### config.mk
export PLATFORM = sky130hd
export DESIGN_NAME = serial_add_ctrl
export DESIGN_NICKNAME = d
export VERILOG_FILES = /design/src/rtl/serial_add_ctrl_pkg.sv /design/src/rtl/serial_add_ctrl_slice.sv /design/src/rtl/serial_add_ctrl.sv
export SDC_FILE = /design/constraint.sdc
export NUM_CORES = 1
export LEC_CHECK = 0
export ABC_AREA = 1
export ABC_CLOCK_PERIOD_IN_PS = 4760
export BUFFER_PORTS_ARGS = -buffer_cell sky130_fd_sc_hd__buf_2
export CAP_MARGIN = 30
export CORE_MARGIN = 2
export CORE_UTILIZATION = 30
export CTS_CLUSTER_SIZE = 16
export DETAILED_ROUTE_END_ITERATION = 7
export GPL_TIMING_DRIVEN = 0
export PLACE_DENSITY = 0.6
export SETUP_SLACK_MARGIN = 0.2
export SLEW_MARGIN = 20
export SYNTH_ARGS = -nofsm -noshare
export SYNTH_HDL_FRONTEND = slang
export SYNTH_SLANG_ARGS = --single-unit
### constraint.sdc
create_clock -name clk -period 4.76 [get_ports clk]
set_clock_uncertainty 0.05 [all_clocks]
set_input_delay 0.238 -clock clk [delete_from_list [all_inputs] [get_ports clk]]
set_output_delay 0.238 -clock clk [all_outputs]
set_load 0.02 [all_outputs]
### src/rtl/serial_add_ctrl_pkg.sv
// Shared definitions for the digit-serial add/subtract controller:
// FSM state encoding, digit size and the full-adder cell used by the slice.
package serial_add_ctrl_pkg;

    // Bits processed per cycle by the adder slice.
    localparam int DIGIT = 2;

    // Controller states; encodings are fixed so other blocks can decode them.
    typedef enum logic [1:0] {
        ST_IDLE = 2'd0,
        ST_RUN  = 2'd1,
        ST_DONE = 2'd2
    } state_e;

    // One full-adder cell: returns {carry_out, sum_bit}.
    function automatic logic [1:0] full_add(input logic x, input logic y, input logic ci);
        logic s_s;
        logic c_s;
        s_s = x ^ y ^ ci;
        c_s = (x & y) | (x & ci) | (y & ci);
        return {c_s, s_s};
    endfunction

endpackage

### src/rtl/serial_add_ctrl_slice.sv
// 2-bit ripple adder slice with carry-in, built from two full-adder cells.
// Purely combinational; the controller registers the carry between digits.
module add2_slice
    import serial_add_ctrl_pkg::*;
(
    input  logic [1:0] a,
    input  logic [1:0] b,
    input  logic       cin,
    output logic [1:0] s,
    output logic       cout
);

    logic [1:0] fa0_s;
    logic [1:0] fa1_s;

    // Ripple the carry from bit 0 into bit 1.
    always_comb begin
        fa0_s = full_add(a[0], b[0], cin);
        fa1_s = full_add(a[1], b[1], fa0_s[1]);
        s     = {fa1_s[0], fa0_s[0]};
        cout  = fa1_s[1];
    end

endmodule

### src/rtl/serial_add_ctrl.sv
// Digit-serial add/subtract controller. Operands are consumed two bits per
// cycle, LSB first, through a single add2_slice; the slice carry lives in a
// register between cycles. Subtraction is a + ~b + 1, so B is inverted on
// acceptance and the carry register is seeded with the sub flag.
module serial_add_ctrl
    import serial_add_ctrl_pkg::*;
#(
    parameter int WIDTH = 8
) (
    input  logic             clk,
    input  logic             rst_n,
    input  logic             start,
    input  logic             sub,
    input  logic [WIDTH-1:0] a,
    input  logic [WIDTH-1:0] b,
    output logic             ready,
    output logic             valid,
    input  logic             ack,
    output logic [WIDTH-1:0] sum,
    output logic             cout
);

    localparam int NDIG  = WIDTH / DIGIT;
    localparam int CNT_W = (NDIG > 1) ? $clog2(NDIG) : 1;
    localparam logic [CNT_W-1:0] LAST_CNT = CNT_W'(NDIG - 1);

    generate
        if ((WIDTH < 2) || ((WIDTH % 2) != 0)) begin : g_bad_width
            $error("serial_add_ctrl: WIDTH must be even and >= 2");
        end
    endgenerate

    state_e           state_r;
    state_e           state_nx_s;
    logic [CNT_W-1:0] cnt_r;
    logic [CNT_W-1:0] cnt_nx_s;
    logic             carry_r;
    logic             carry_nx_s;
    logic [WIDTH-1:0] a_sh_r;
    logic [WIDTH-1:0] a_sh_nx_s;
    logic [WIDTH-1:0] b_sh_r;
    logic [WIDTH-1:0] b_sh_nx_s;
    logic [WIDTH-1:0] sum_sh_r;
    logic [WIDTH-1:0] sum_sh_nx_s;
    logic [WIDTH-1:0] sum_r;
    logic [WIDTH-1:0] sum_nx_s;
    logic             cout_r;
    logic             cout_nx_s;
    logic             ready_r;
    logic             ready_nx_s;
    logic             valid_r;
    logic             valid_nx_s;
    logic             accept_s;
    logic [1:0]       slice_s;
    logic             slice_c_s;
    logic [WIDTH-1:0] shifted_s;

    add2_slice u_slice (
        .a    (a_sh_r[1:0]),
        .b    (b_sh_r[1:0]),
        .cin  (carry_r),
        .s    (slice_s),
        .cout (slice_c_s)
    );

    // Next-state, datapath and output decode for the IDLE/RUN/DONE sequencer.
    always_comb begin
        state_nx_s  = state_r;
        cnt_nx_s    = cnt_r;
        carry_nx_s  = carry_r;
        a_sh_nx_s   = a_sh_r;
        b_sh_nx_s   = b_sh_r;
        sum_sh_nx_s = sum_sh_r;
        sum_nx_s    = sum_r;
        cout_nx_s   = cout_r;
        ready_nx_s  = ready_r;
        valid_nx_s  = valid_r;
        accept_s    = 1'b0;

        // New digit enters at the top so the finished word lands LSB-aligned.
        shifted_s = sum_sh_r >> DIGIT;
        shifted_s[WIDTH-1 -: DIGIT] = slice_s;

        case (state_r)
            ST_IDLE: begin
                if (start) begin
                    accept_s = 1'b1;
                end else begin
                    ready_nx_s = 1'b1;
                    valid_nx_s = 1'b0;
                end
            end
            ST_RUN: begin
                carry_nx_s  = slice_c_s;
                a_sh_nx_s   = a_sh_r >> DIGIT;
                b_sh_nx_s   = b_sh_r >> DIGIT;
                sum_sh_nx_s = shifted_s;
                if (cnt_r == LAST_CNT) begin
                    state_nx_s = ST_DONE;
                    cnt_nx_s   = '0;
                    sum_nx_s   = shifted_s;
                    cout_nx_s  = slice_c_s;
                    ready_nx_s = 1'b0;
                    valid_nx_s = 1'b1;
                end else begin
                    cnt_nx_s = cnt_r + CNT_W'(1);
                end
            end
            ST_DONE: begin
                if (ack) begin
                    valid_nx_s = 1'b0;
                    if (start) begin
                        accept_s = 1'b1;
                    end else begin
                        state_nx_s = ST_IDLE;
                        ready_nx_s = 1'b1;
                    end
                end else begin
                    valid_nx_s = 1'b1;
                end
            end
            default: begin
                state_nx_s = ST_IDLE;
                ready_nx_s = 1'b1;
                valid_nx_s = 1'b0;
            end
        endcase

        // Accepting a request (from IDLE, or back-to-back from DONE with ack).
        if (accept_s) begin
            state_nx_s  = ST_RUN;
            cnt_nx_s    = '0;
            carry_nx_s  = sub;
            a_sh_nx_s   = a;
            b_sh_nx_s   = b ^ {WIDTH{sub}};
            sum_sh_nx_s = '0;
            ready_nx_s  = 1'b0;
            valid_nx_s  = 1'b0;
        end else begin
            accept_s = 1'b0;
        end
    end

    // State, datapath and output registers; async reset aborts any operation.
    always_ff @(posedge clk or negedge rst_n) begin
        if (!rst_n) begin
            state_r  <= ST_IDLE;
            cnt_r    <= '0;
            carry_r  <= 1'b0;
            a_sh_r   <= '0;
            b_sh_r   <= '0;
            sum_sh_r <= '0;
            sum_r    <= '0;
            cout_r   <= 1'b0;
            ready_r  <= 1'b1;
            valid_r  <= 1'b0;
        end else begin
            state_r  <= state_nx_s;
            cnt_r    <= cnt_nx_s;
            carry_r  <= carry_nx_s;
            a_sh_r   <= a_sh_nx_s;
            b_sh_r   <= b_sh_nx_s;
            sum_sh_r <= sum_sh_nx_s;
            sum_r    <= sum_nx_s;
            cout_r   <= cout_nx_s;
            ready_r  <= ready_nx_s;
            valid_r  <= valid_nx_s;
        end
    end

    assign ready = ready_r;
    assign valid = valid_r;
    assign sum   = sum_r;
    assign cout  = cout_r;

endmodule
==> Word level (Yosys, flattened, before mapping) <==
Cells that the tools add are included.
{ "classes": {"n_addsub": 1, "eq_ne": 8, "mux": 29, "n_bitwise": 15, "n_reduce_logical": 6} }
{ "ops": {"columns": ["op", "count"], "rows": [
  ["two-way mux 8 bit", 6],
  ["two-way mux 2 bit", 7],
  ["two-way mux 1 bit", 12],
  ["!= test 3 bit (second input constant)", 4],
  ["XOR 8 bit", 1],
  ["AND 1 bit", 6],
  ["one-hot mux 1 bit (3 select lines)", 2],
  ["one-hot mux 2 bit (3 select lines)", 1],
  ["AND reduction 2 bit", 3],
  ["== test 2 bit (second input constant)", 2],
  ["OR 1 bit", 4],
  ["AND reduction 4 bit", 1],
  ["XOR 1 bit", 4],
  ["adder 2 x 1 -> 2 bit (second input constant)", 1],
  ["== test 2 x 1 -> 1 bit (second input constant)", 1],
  ["zero test 2 bit", 1],
  ["!= test 2 bit (second input constant)", 1],
  ["one-hot mux 1 bit (2 select lines)", 1],
  ["nonzero test 2 bit", 1]
]} }
{ "word_totals": {"regBits": 40, "inputBits": 21, "elab_cells": 69} }

==> Depth between registers and ports, before layout <==
Gate-level depths: netlist of run 1.
{ "depth": {"word_depth": 8, "mapped_depth": 10, "depth_no_buf": 9} }

==> Cells and area by module <==
A second synthesis of run 1 with hierarchy kept.
{ "unflattened": {"cells_unflattened": 224, "area_unflattened_um2": 1891.8} }
{ "by_module_without_submodules": {"columns": ["mod", "instances", "cells_per_inst", "area_each_um2"], "rows": [
  ["serial_add_ctrl", 1, 214, 1821.7],
  ["add2_slice", 1, 10, 70.1]
]} }

==> Worst setup path after synthesis of run 1 <==
OpenSTA, ideal clock, no wires.
{ "synth_path": {"path_kind": "register to register", "from": "register carry_r", "to": "register sum_r[7] (netlist: sum[7])", "t_arrival_ns": 1.362, "required_ns": 4.580, "slack_ns": 3.218, "stages_incl_launch_ff": 5, "n_path_buf": 0, "synth_period_minus_slack_ns": 1.542, "path_cell_list": "dfrtp_1 inv_1 fa_1 fa_1 o21ai_0"} }
{ "synth_between": {"elab_chain_len": 4, "elab_cells_between_ends": 5, "classes_between": "bitwise: 5"} }
{ "synth_lines": {"columns": ["element", "line_no", "rtl"], "rows": [
  ["start, declared", "serial_add_ctrl.sv:37", "logic carry_r;"],
  ["start signal, assigned", "serial_add_ctrl.sv:160", "carry_r <= carry_nx_s;"],
  ["AND 1 bit", "serial_add_ctrl_pkg.sv:20", "c_s = (x & y) | (x & ci) | (y & ci);"],
  ["OR 1 bit", "serial_add_ctrl_pkg.sv:20", null],
  ["OR 1 bit *", "serial_add_ctrl_pkg.sv:20", null],
  ["XOR 1 bit *", "serial_add_ctrl_pkg.sv:19", "s_s = x ^ y ^ ci;"],
  ["end signal, assigned", "serial_add_ctrl.sv:164", "sum_r <= sum_nx_s;"],
  ["end, declared", "serial_add_ctrl.sv:45", "logic [WIDTH-1:0] sum_r;"]
]} }
Every way passes the cells marked *; elsewhere a longest branch is shown, timed or not.
A chain may end at the register's enable or synchronous reset.

==> Worst setup path after layout of run 1 <==
{ "layout_path": {"from": "register state_r[0]", "to": "register a_sh_r[0]"} }
{ "layout_between": {"elab_chain_len": 3, "elab_cells_between_ends": 6, "classes_between": "eq/ne: 2; mux: 2; reduce/logical: 2"} }
{ "layout_lines": {"columns": ["element", "line_no", "rtl"], "rows": [
  ["start, declared", "serial_add_ctrl.sv:33", "state_e state_r;"],
  ["start signal, assigned", "serial_add_ctrl.sv:158", "state_r <= state_nx_s;"],
  ["== test 2 bit or zero test 2 bit (tied branches)", "serial_add_ctrl.sv:84", "case (state_r)"],
  ["one-hot mux 1 bit (2 select lines)", "serial_add_ctrl.sv:84", null],
  ["two-way mux 8 bit or nonzero test 2 bit (tied branches)", null, null],
  ["end signal, assigned", "serial_add_ctrl.sv:161", "a_sh_r <= a_sh_nx_s;"],
  ["end, declared", "serial_add_ctrl.sv:39", "logic [WIDTH-1:0] a_sh_r;"]
]} }
Several ways; a longest one is shown, not always the timed one.

==> impl_metrics.json, run 1 <==
{
  "cts_htree_levels": 2,
  "synth-compound-area-share_pct": 5.010,
  "die_area_sq_um": 6891,
  "synth_nets": 248,
  "hold_viol": 0,
  "syn_to_final_growth_pct": 17.90,
  "cts_resized": 0,
  "post_cts_buffers": 0,
  "synth_ff_type": "dfrtp_1",
  "die_w_um": 83.02,
  "cts_hold_buf": 0,
  "ys_ff_latch": 38,
  "worstMarginPinSlew_ps": 833.8,
  "cts.clk_slew.worst_paths_ps": 70,
  "path_class": "flop to flop",
  "synthTopCellsByArea": "dfrtp_1, nand2_1, inv_1",
  "synth_top_cells_by_count": "nand2_1, dfrtp_1, inv_1, nor2_1, nand3_1",
  "switchingPower_mw": 0.5403,
  "die_height_um": 83.02,
  "min_period_ps": 1729,
  "power_frac_clock_pct": 16.6,
  "setup_tns_ps": 0,
  "ios": 32,
  "finalPower_mw": 1.341,
  "cap_violations": 0,
  "drive_gt1_share_pct": 19.84,
  "cts_buffer_depth": 2,
  "fmax_mhz": 578.4,
  "grt_pass1_vias": 1331,
  "async_reset_ff_share_pct": 100.0,
  "wl_per_cell_um": 10.06,
  "worstSetupEndpointType": "flop",
  "yosys_warnings": 0,
  "status": "completed",
  "power.share.sequential_pct": 38.3,
  "p_leak_nw": 1.185,
  "cp.arrival_ps": 1840,
  "synth-simple-area-share_pct": 25.52,
  "cts.sinks": 38,
  "synth.mux.area_fraction_pct": 0,
  "synth_top_family_by_area": "simple AND/OR/NAND/NOR gates",
  "syn_inst": 219,
  "remaining_drc_errors": 0,
  "grt-ovfl-total": 0,
  "finalSetupViolations": 0,
  "ys_seq_area_share_pct": 50.84,
  "rows": 28,
  "ant_nets": 0,
  "io_buffers": 30,
  "numCtsBuffers": 5,
  "antenna_found_initial": 0,
  "cts_tree": "yes",
  "firstDrtPassIters": 4,
  "critPathRequiredTime_ps": 4870,
  "place_hpwl_um": 2491,
  "grt_max_degree": 39,
  "layout.nets": 285,
  "drt_iter0_markers": 39,
  "fillers": 652,
  "slew_headroom_pct": 44.41,
  "routed_wl_um": 3339,
  "via_per_inst": 4.151,
  "syn-cell-area_sq_um": 1873,
  "post-route-util_pct": 36.86,
  "avgSynthCellArea_sq_um": 8.553,
  "grt_pass1_wl_um": 5927,
  "ir_worst_vdd_uv": 250.1,
  "synth.most_common_cell": "nand2_1",
  "synthXorXnorAreaFrac_pct": 3.741,
  "min_period_over_period_pct": 36.32,
  "rsz0062_at_grt": "no",
  "swShare_pct": 40.29,
  "start_kind": "flop",
  "insertion_delay_ps": 280,
  "hold_class": "primary input to asynchronous set/reset pin",
  "placeableCoreArea_sq_um": 5991,
  "gp_congestion": 0.7553,
  "yosysTopAreaCellShare_pct": 49.43,
  "synth_cell_types": 23,
  "vias": 1378,
  "synth_adder_area_share_pct": 6.146,
  "cts_root_buf": "clkbuf_8",
  "grt_usage_pct": 10.40,
  "internal-power_mw": 0.8008,
  "yosysTopAreaCell": "dfrtp_1",
  "powerDensity_nw_per_um2": 607.3,
  "diodes": 0,
  "synth_edf_count": 0,
  "holdWs_ps": 1.577,
  "start_util_pct": 31.27,
  "crit_fanout": 10,
  "comb_power_share_pct": 45.1,
  "slew_violations": 0
}
power groups by stage:
| stage | Sequential (mW) | Combinational [mW] | Clock [mW] |
|---|---|---|---|
| detailed placement | 0.522 | 0.620 | 0 |
| global placement | 0.516 | 0.607 | 0 |
| floorplan | 0.553 | 0.425 | 0 |
| CTS | 0.516 | 0.622 | 0.235 |
| global route | 0.531 | 0.697 | 0.250 |
| finish | 0.514 | 0.604 | 0.223 |
flip-flops by register name, summed over array words and instances (netlist names):
register,cells
a_sh_r,8
b_sh_r,8
sum,8
sum_sh_r,6
cnt_r,2
state_r,2
carry_r,1
cout,1
ready,1
valid,1
logic make-up after synthesis:
kind of cell / count (synthesis)
adders and majority gates: 8
AOI/OAI and AO/OA: 18
DFF: 38
and+or+nand+nor: 113
xor gates and xnor gates: 8
buffers and inverters: 34
stage by stage:
stage	std cells	worst slack (ps)	area [sq um]
2_1_floorplan	219	3218	1873
3_3_place_gp	324	3042	2117
3_5_place_dp	324	3011	2117
4_1_cts	332	2993	2208
5_1_grt	332	2833	2208
6_report	332	3031	2208
routing by layer:
metal  track usage, %  wire, um  up-vias
li1                 -         -      742
met1            13.68      1677      606
met2            16.57      1500       27
met3            3.082       145        3
met4            3.130        17        0
met5                0         0        -
area by class of cell:
| class | instances | area, sq um | share of cell area, % |
|---|---|---|---|
| inverter | 28 | 107.6 | 4.873 |
| timing repair buffer | 30 | 150.1 | 6.799 |
| clock buffer | 7 | 86.33 | 3.909 |
| clock inverter | 1 | 5.005 | 0.2266 |
| tap | 75 | 93.84 | 4.249 |
| sequential | 38 | 952.2 | 43.12 |
| multi-input combinational | 147 | 757.0 | 34.28 |
| buffer | 6 | 56.30 | 2.550 |
placed cells by master (no fill, tap or decap), types with 3 or more instances in the layout:
cell type  instances
nor2_1            18
xor2_1             6
buf_2             31
buf_6              3
dfrtp_1           37
inv_1             25
o21ai_0           14
nand2_1           74
clkbuf_8           7
ha_1               6
nand3_1           16
worst max-delay path: stages (launching register included):
cell and delay [ps]:
dfrtp_1 420, inv_1 130, ha_1 230, inv_1 70, nand2_2 80, nand3_4 160, nand2_4 160, inv_4 60
buf_6 140, nand2_1 50, nand3_1 70
path summary, 6_finish.rpt:
check	startpoint	depth (start not counted)	end	slack (ps)
max	state_r[0]	10	a_sh_r[0]	3030
min	rst_n	1	sum[0]	2
max reg2reg	state_r[0]	10	a_sh_r[0]	3030
min reg2reg	ready	2	ready	410
max in group asynchronous	rst_n	1	a_sh_r[1]	4130
min in group clk	a[6]	3	a_sh_r[6]	100
Power figures use the tool's default switching activity.
==> run 2, diff against run 1 <==
- ABC_CLOCK_PERIOD_IN_PS: 4760 -> 1500
- PLACE_DENSITY: 0.6 -> 0.62
- clock period: 4.76 -> 1.5 ns (I/O delays scaled with it)
==> run 2 against run 1 <==
  * The run now ends with negative setup slack left
  * First-iteration DRC count grew 33%
  * Largest cell class is now multi-input combinational cells
  * Sequential share of layout area shrank 10 points
  * Non-clock buffer count grew 36
  * Die area is the same
  * Critical path type unchanged
==> impl_metrics.json, run 2 (same netlist as run 1, synthesis figures left out) <==
{
  "status": "finished with violations",
  "violations": "negative setup slack",
  "hold_class": "primary input to flop",
  "multiInputGateArea_sq_um": 1006,
  "cts_tree": "yes",
  "ant_nets": 0,
  "placedCellCount": 324,
  "place_hpwl_um": 2508,
  "slew_violations": 0,
  "postLayoutCellArea_sq_um": 2873,
  "layout_common_cells": "nand2_1, dfrtp_1, buf_2, inv_1, nand2_2",
  "min_period_over_period_pct": 105.2,
  "place_area_sq_um": 2142,
  "path_cells": "inv_4 -> ha_4 -> nand2_2 -> nand2_2 -> nand3_4 -> nand2_4 -> inv_6 -> clkbuf_16 -> nand2_4 -> nand3_2",
  "ir_worst_vdd_uv": 857.1,
  "ff_latch_area_sq_um": 952.2,
  "die_w_um": 83.02,
  "cts_htree_levels": 2,
  "holdWs_ps": 2.563,
  "fmax_mhz": 633.6,
  "p_leak_nw": 1.513,
  "instances_no_fill": 368,
  "numCtsBuffers": 5,
  "fillers": 569,
  "wl_per_cell_um": 11.76,
  "finalSetupViolations": 31,
  "powerDensity_nw_per_um2": 1999,
  "crit_slowest_cell": "dfrtp_1",
  "cts_root_buf": "clkbuf_8",
  "path_class": "flop to flop",
  "remaining_drc_errors": 0,
  "start_util_pct": 31.27,
  "critPathRequiredTime_ps": 1630,
  "cts.sinks": 38,
  "crit_fanout": 6,
  "slew_headroom_pct": 79.49,
  "crit_family": "simple AND/OR/NAND/NOR gates",
  "cp.arrival_ps": 1710,
  "drive_gt1_share_pct": 46.76,
  "grt-ovfl-total": 0,
  "max_stage_delay_ps": 420,
  "diodes": 0,
  "cts.clk_slew.worst_paths_ps": 80,
  "syn_to_final_growth_pct": 53.37,
  "grt_pass1_wl_um": 6451,
  "cts_buffer_depth": 2,
  "io_buffers": 30,
  "path_buf_inv": 3,
  "vias": 1614,
  "firstDrtPassIters": 4,
  "worstSetupEndpointType": "flop",
  "grt_max_degree": 39,
  "ios": 32,
  "routed_wl_um": 4327,
  "gp_congestion": 0.7834,
  "worstMarginPinSlew_ps": 307.6,
  "cap_violations": 0,
  "grt_pass1_vias": 1402,
  "rsz0062_at_grt": "yes",
  "layout.nets": 321,
  "post-route-util_pct": 47.95,
  "die_height_um": 83.02,
  "die_area_sq_um": 6891,
  "fin_ws_ps": -78.37,
  "start_kind": "flop",
  "finalPower_mw": 5.743,
  "grt_usage_pct": 11.62,
  "via_per_inst": 4.386,
  "hold_viol": 0,
  "placeableCoreArea_sq_um": 5991,
  "antenna_found_initial": 0,
  "final_common_cell": "nand2_1",
  "min_period_ps": 1578,
  "drt_iter0_markers": 52,
  "rows": 28,
  "insertion_delay_ps": 290
}
-- run 2: cell types whose count changed in the layout (fill, tap and decap cells not counted), sizes merged --
cell | previous run | this run
buf | 34 | 61
clkbuf | 9 | 8
clkinvlp | 0 | 1
dlygate4sd3 | 0 | 9
-- run 2: worst paths after layout --
kind                             from    endpoint  slack [ps]  cells past startpoint
min in group asynchronous       rst_n  state_r[0]         150                      2
hold / removal                   b[7]   b_sh_r[7]           3                      3
setup / recovery           state_r[0]   a_sh_r[3]         -80                     10
setup reg to reg           state_r[0]   a_sh_r[3]         -80                     10
max in group asynchronous       rst_n   a_sh_r[0]         810                      3
hold reg to reg                 ready       ready         410                      2
-- run 2: cell type report --
class | instances | area share (%)
clock buffers | 6 | 2.875
repair buffers | 66 | 18.42
plain buffers | 6 | 2.657
multi-input cells | 147 | 35.02
flip-flops and latches | 38 | 33.14
well taps | 75 | 3.267
inverters | 28 | 4.181
clock inverters | 2 | 0.4355
-- run 2: through the flow --
stage               TNS, ps  setup WS (ps)
floorplan            -8.550         -8.550
global placement      -2710         -145.2
detailed placement    -3413         -176.6
CTS                   -1014         -66.80
global route          -4318         -154.6
finish                -1542         -78.37
-- run 2: repair_timing --
item / 4_1_cts / 5_1_grt
hold buffers: 9 / 0
pin swaps: 9 / 16
gates resized for setup: 16 / 74
endpoints found under the setup margin: 38 / 38
cloned: 2 / 2
hold endpoints to repair: 45 / 0
buffers inserted: 11 / 11
-- run 2: power by group --
part	leakage [nW]	switching, mW	internal, mW
clock	0.0472	0.367	0.369
sequential	0.497	0.258	1.45
combinational	0.969	1.76	1.54
total	1.51	2.39	3.36
-- run 2: per-layer routing --
metal / up-vias / routed length [um] / part of all wire, % / GRT usage (%)
met4: 0 / 44 / 1.0 / 4.471
met3: 5 / 180 / 4.2 / 3.181
met2: 38 / 2111 / 49 / 18.48
li1: 817 / - / - / -
met5: - / 0 / 0 / 0
met1: 754 / 1990 / 46 / 15.06
-- run 2: worst register-to-register path: stages (launching register included) --
cell,delay (ps)
dfrtp_1,420
inv_4,120
ha_4,160
nand2_2,50
nand2_2,60
nand3_4,140
nand2_4,150
inv_6,60
clkbuf_16,160
nand2_4,50
nand3_2,60
==> run 3, diff against run 2 <==
- ABC_CLOCK_PERIOD_IN_PS: 1500 -> 1750
- PLACE_DENSITY: 0.62 -> 0.6
- TNS_END_PERCENT: not set -> 20
- clock period: 1.5 -> 1.75 ns (I/O delays scaled with it)
==> run 3 against run 2 <==
  * The run now ends clean
  * Die area unchanged
  * Critical path depth unchanged
  * Fmax down 1.1%
  * Final area down 10%
  * Highest routed layer unchanged
  * Total power down 24%
  * Register-to-register slack better by 230 ps
  * Final cell count down 3.3%
  * Largest power group unchanged
  * Largest cell class is now flip-flops and latches
  * Global-route usage down 0.38 points
  * Sequential share of layout area up 3.9 points
  * Clock power down 17%
==> impl_metrics.json, run 3 (same netlist as run 1, synthesis figures left out) <==
{
  "status": "completed",
  "drive_gt1_share_pct": 33.81,
  "diodes": 0,
  "holdWs_ps": 22.69,
  "switchingPower_mw": 1.771,
  "comb_power_share_pct": 52.9,
  "fillers": 610,
  "hold_viol": 0,
  "min_period_ps": 1597,
  "grt_usage_pct": 11.24,
  "cts_htree_levels": 2,
  "placedCellCount": 324,
  "crit_slowest_cell": "dfrtp_1",
  "grt_pass1_vias": 1424,
  "cts_tree": "yes",
  "cp.arrival_ps": 1720,
  "via_per_inst": 4.222,
  "power.share.sequential_pct": 33.0,
  "grt_pass1_wl_um": 6382,
  "gp_congestion": 0.7553,
  "remaining_drc_errors": 0,
  "place_area_sq_um": 2117,
  "cts_buffer_depth": 2,
  "die_w_um": 83.02,
  "slew_headroom_pct": 44.02,
  "p_leak_nw": 1.358,
  "syn_to_final_growth_pct": 37.27,
  "worstSetupEndpointType": "flop",
  "postLayoutCellArea_sq_um": 2571,
  "max_stage_delay_ps": 430,
  "cap_violations": 0,
  "finalSetupViolations": 0,
  "final_common_cell": "nand2_1",
  "power_frac_clock_pct": 14.0,
  "firstDrtPassIters": 4,
  "path_buf_inv": 3,
  "drt_iter0_markers": 40,
  "start_util_pct": 31.27,
  "cts_root_buf": "clkbuf_8",
  "path_cells": "inv_4 -> ha_4 -> nand2_2 -> nand2_2 -> nand3_4 -> nand2_4 -> inv_6 -> clkbuf_16 -> nand2_4 -> nand3_2",
  "cts.clk_slew.worst_paths_ps": 70,
  "grt-ovfl-total": 0,
  "cts.sinks": 38,
  "grt_max_degree": 39,
  "placeableCoreArea_sq_um": 5991,
  "layout_common_cells": "nand2_1, dfrtp_1, buf_2, inv_1, nor2_1",
  "powerDensity_nw_per_um2": 1691,
  "slew_violations": 0,
  "io_buffers": 30,
  "path_class": "flop to flop",
  "ios": 32,
  "routed_wl_um": 3894,
  "rsz0062_at_grt": "yes",
  "ant_nets": 0,
  "min_period_over_period_pct": 91.23,
  "die_area_sq_um": 6891,
  "rows": 28,
  "critPathRequiredTime_ps": 1870,
  "ir_worst_vdd_uv": 757.7,
  "wl_per_cell_um": 10.94,
  "antenna_found_initial": 0,
  "start_kind": "flop",
  "insertion_delay_ps": 280,
  "hold_class": "primary input to flop",
  "crit_family": "simple AND/OR/NAND/NOR gates",
  "swShare_pct": 40.73,
  "place_hpwl_um": 2491,
  "vias": 1503,
  "die_height_um": 83.02,
  "crit_fanout": 5,
  "internal-power_mw": 2.577,
  "fin_ws_ps": 153.5,
  "pre_cts_ws_ps": 0.9398,
  "instances_no_fill": 356,
  "numCtsBuffers": 5,
  "fmax_mhz": 626.4,
  "worstMarginPinSlew_ps": 839.7,
  "setup_tns_ps": 0,
  "layout.nets": 309
}
==> run 3: cell types whose count changed in the layout (fill, tap and decap cells not counted), moves of 4 or more <==
cell     delta
nand2_1    +13
nand2_2    -10
o21ai_0     +8
nand3_1     +7
nand3_2     -6
o21ai_1     -6
buf_6       -5
nor2_1      +5
buf_4       -4
nor2_2      -4
==> run 3: path summary, 6_finish.rpt <==
path	start	to	cells past startpoint	slack (ps)
worst max-delay path	state_r[0]	b_sh_r[4]	10	150
worst min-delay path	b[7]	b_sh_r[7]	3	20
worst max register to register	state_r[0]	b_sh_r[4]	10	150
worst min register to register	ready	ready	2	410
max in group asynchronous	rst_n	a_sh_r[0]	2	720
min in group asynchronous	rst_n	sum[0]	2	390
==> run 3: metrics by stage <==
step / total power [mW] / utilization, %
final: 4.347 / 42.92
after global routing: 4.720 / 42.92
after CTS: 4.010 / 40.31
after detailed placement: 3.106 / 35.34
after global placement: 3.054 / 35.34
after floorplan: 2.662 / -
==> run 3: metal layers <==
metal | track usage (%) | up-vias | wire [um]
li1 | - | 797 | -
met1 | 14.63 | 675 | 1860
met2 | 18.48 | 28 | 1879
met3 | 2.982 | 3 | 137
met4 | 3.130 | 0 | 17
met5 | 0 | - | 0
==> run 3: area by class of cell <==
class,count,area [sq um],area share (%)
Timing Repair Buffer,53,366.6,14.26
Sequential cell,38,952.2,37.03
Inverter,28,115.1,4.477
Clock inverter,1,5.005,0.1946
Buffer,6,62.56,2.433
Clock buffer,7,86.33,3.358
Multi-Input combinational cell,148,889.6,34.60
Tap cell,75,93.84,3.650
==> run 3: timing repair <==
item	in CTS	in global routing
endpoints found under the setup margin	38	38
hold endpoints to repair	45	0
resized for setup	10	36
cloned	2	1
hold buffers	9	0
pin swaps	7	9
setup buffers	10	2
==> run 3: worst min-delay path: stages <==
cell,delay [ps]
buf_2,80
xnor2_1,100
o21ai_1,50
==> run 3: power by group through the flow <==
stage	Clock [mW]	Sequential [mW]	Combinational, mW
after global routing	0.682	1.48	2.56
after global placement	0	1.40	1.65
after floorplan	0	1.51	1.16
final	0.610	1.44	2.30
after CTS	0.638	1.40	1.97
after detailed placement	0	1.42	1.69
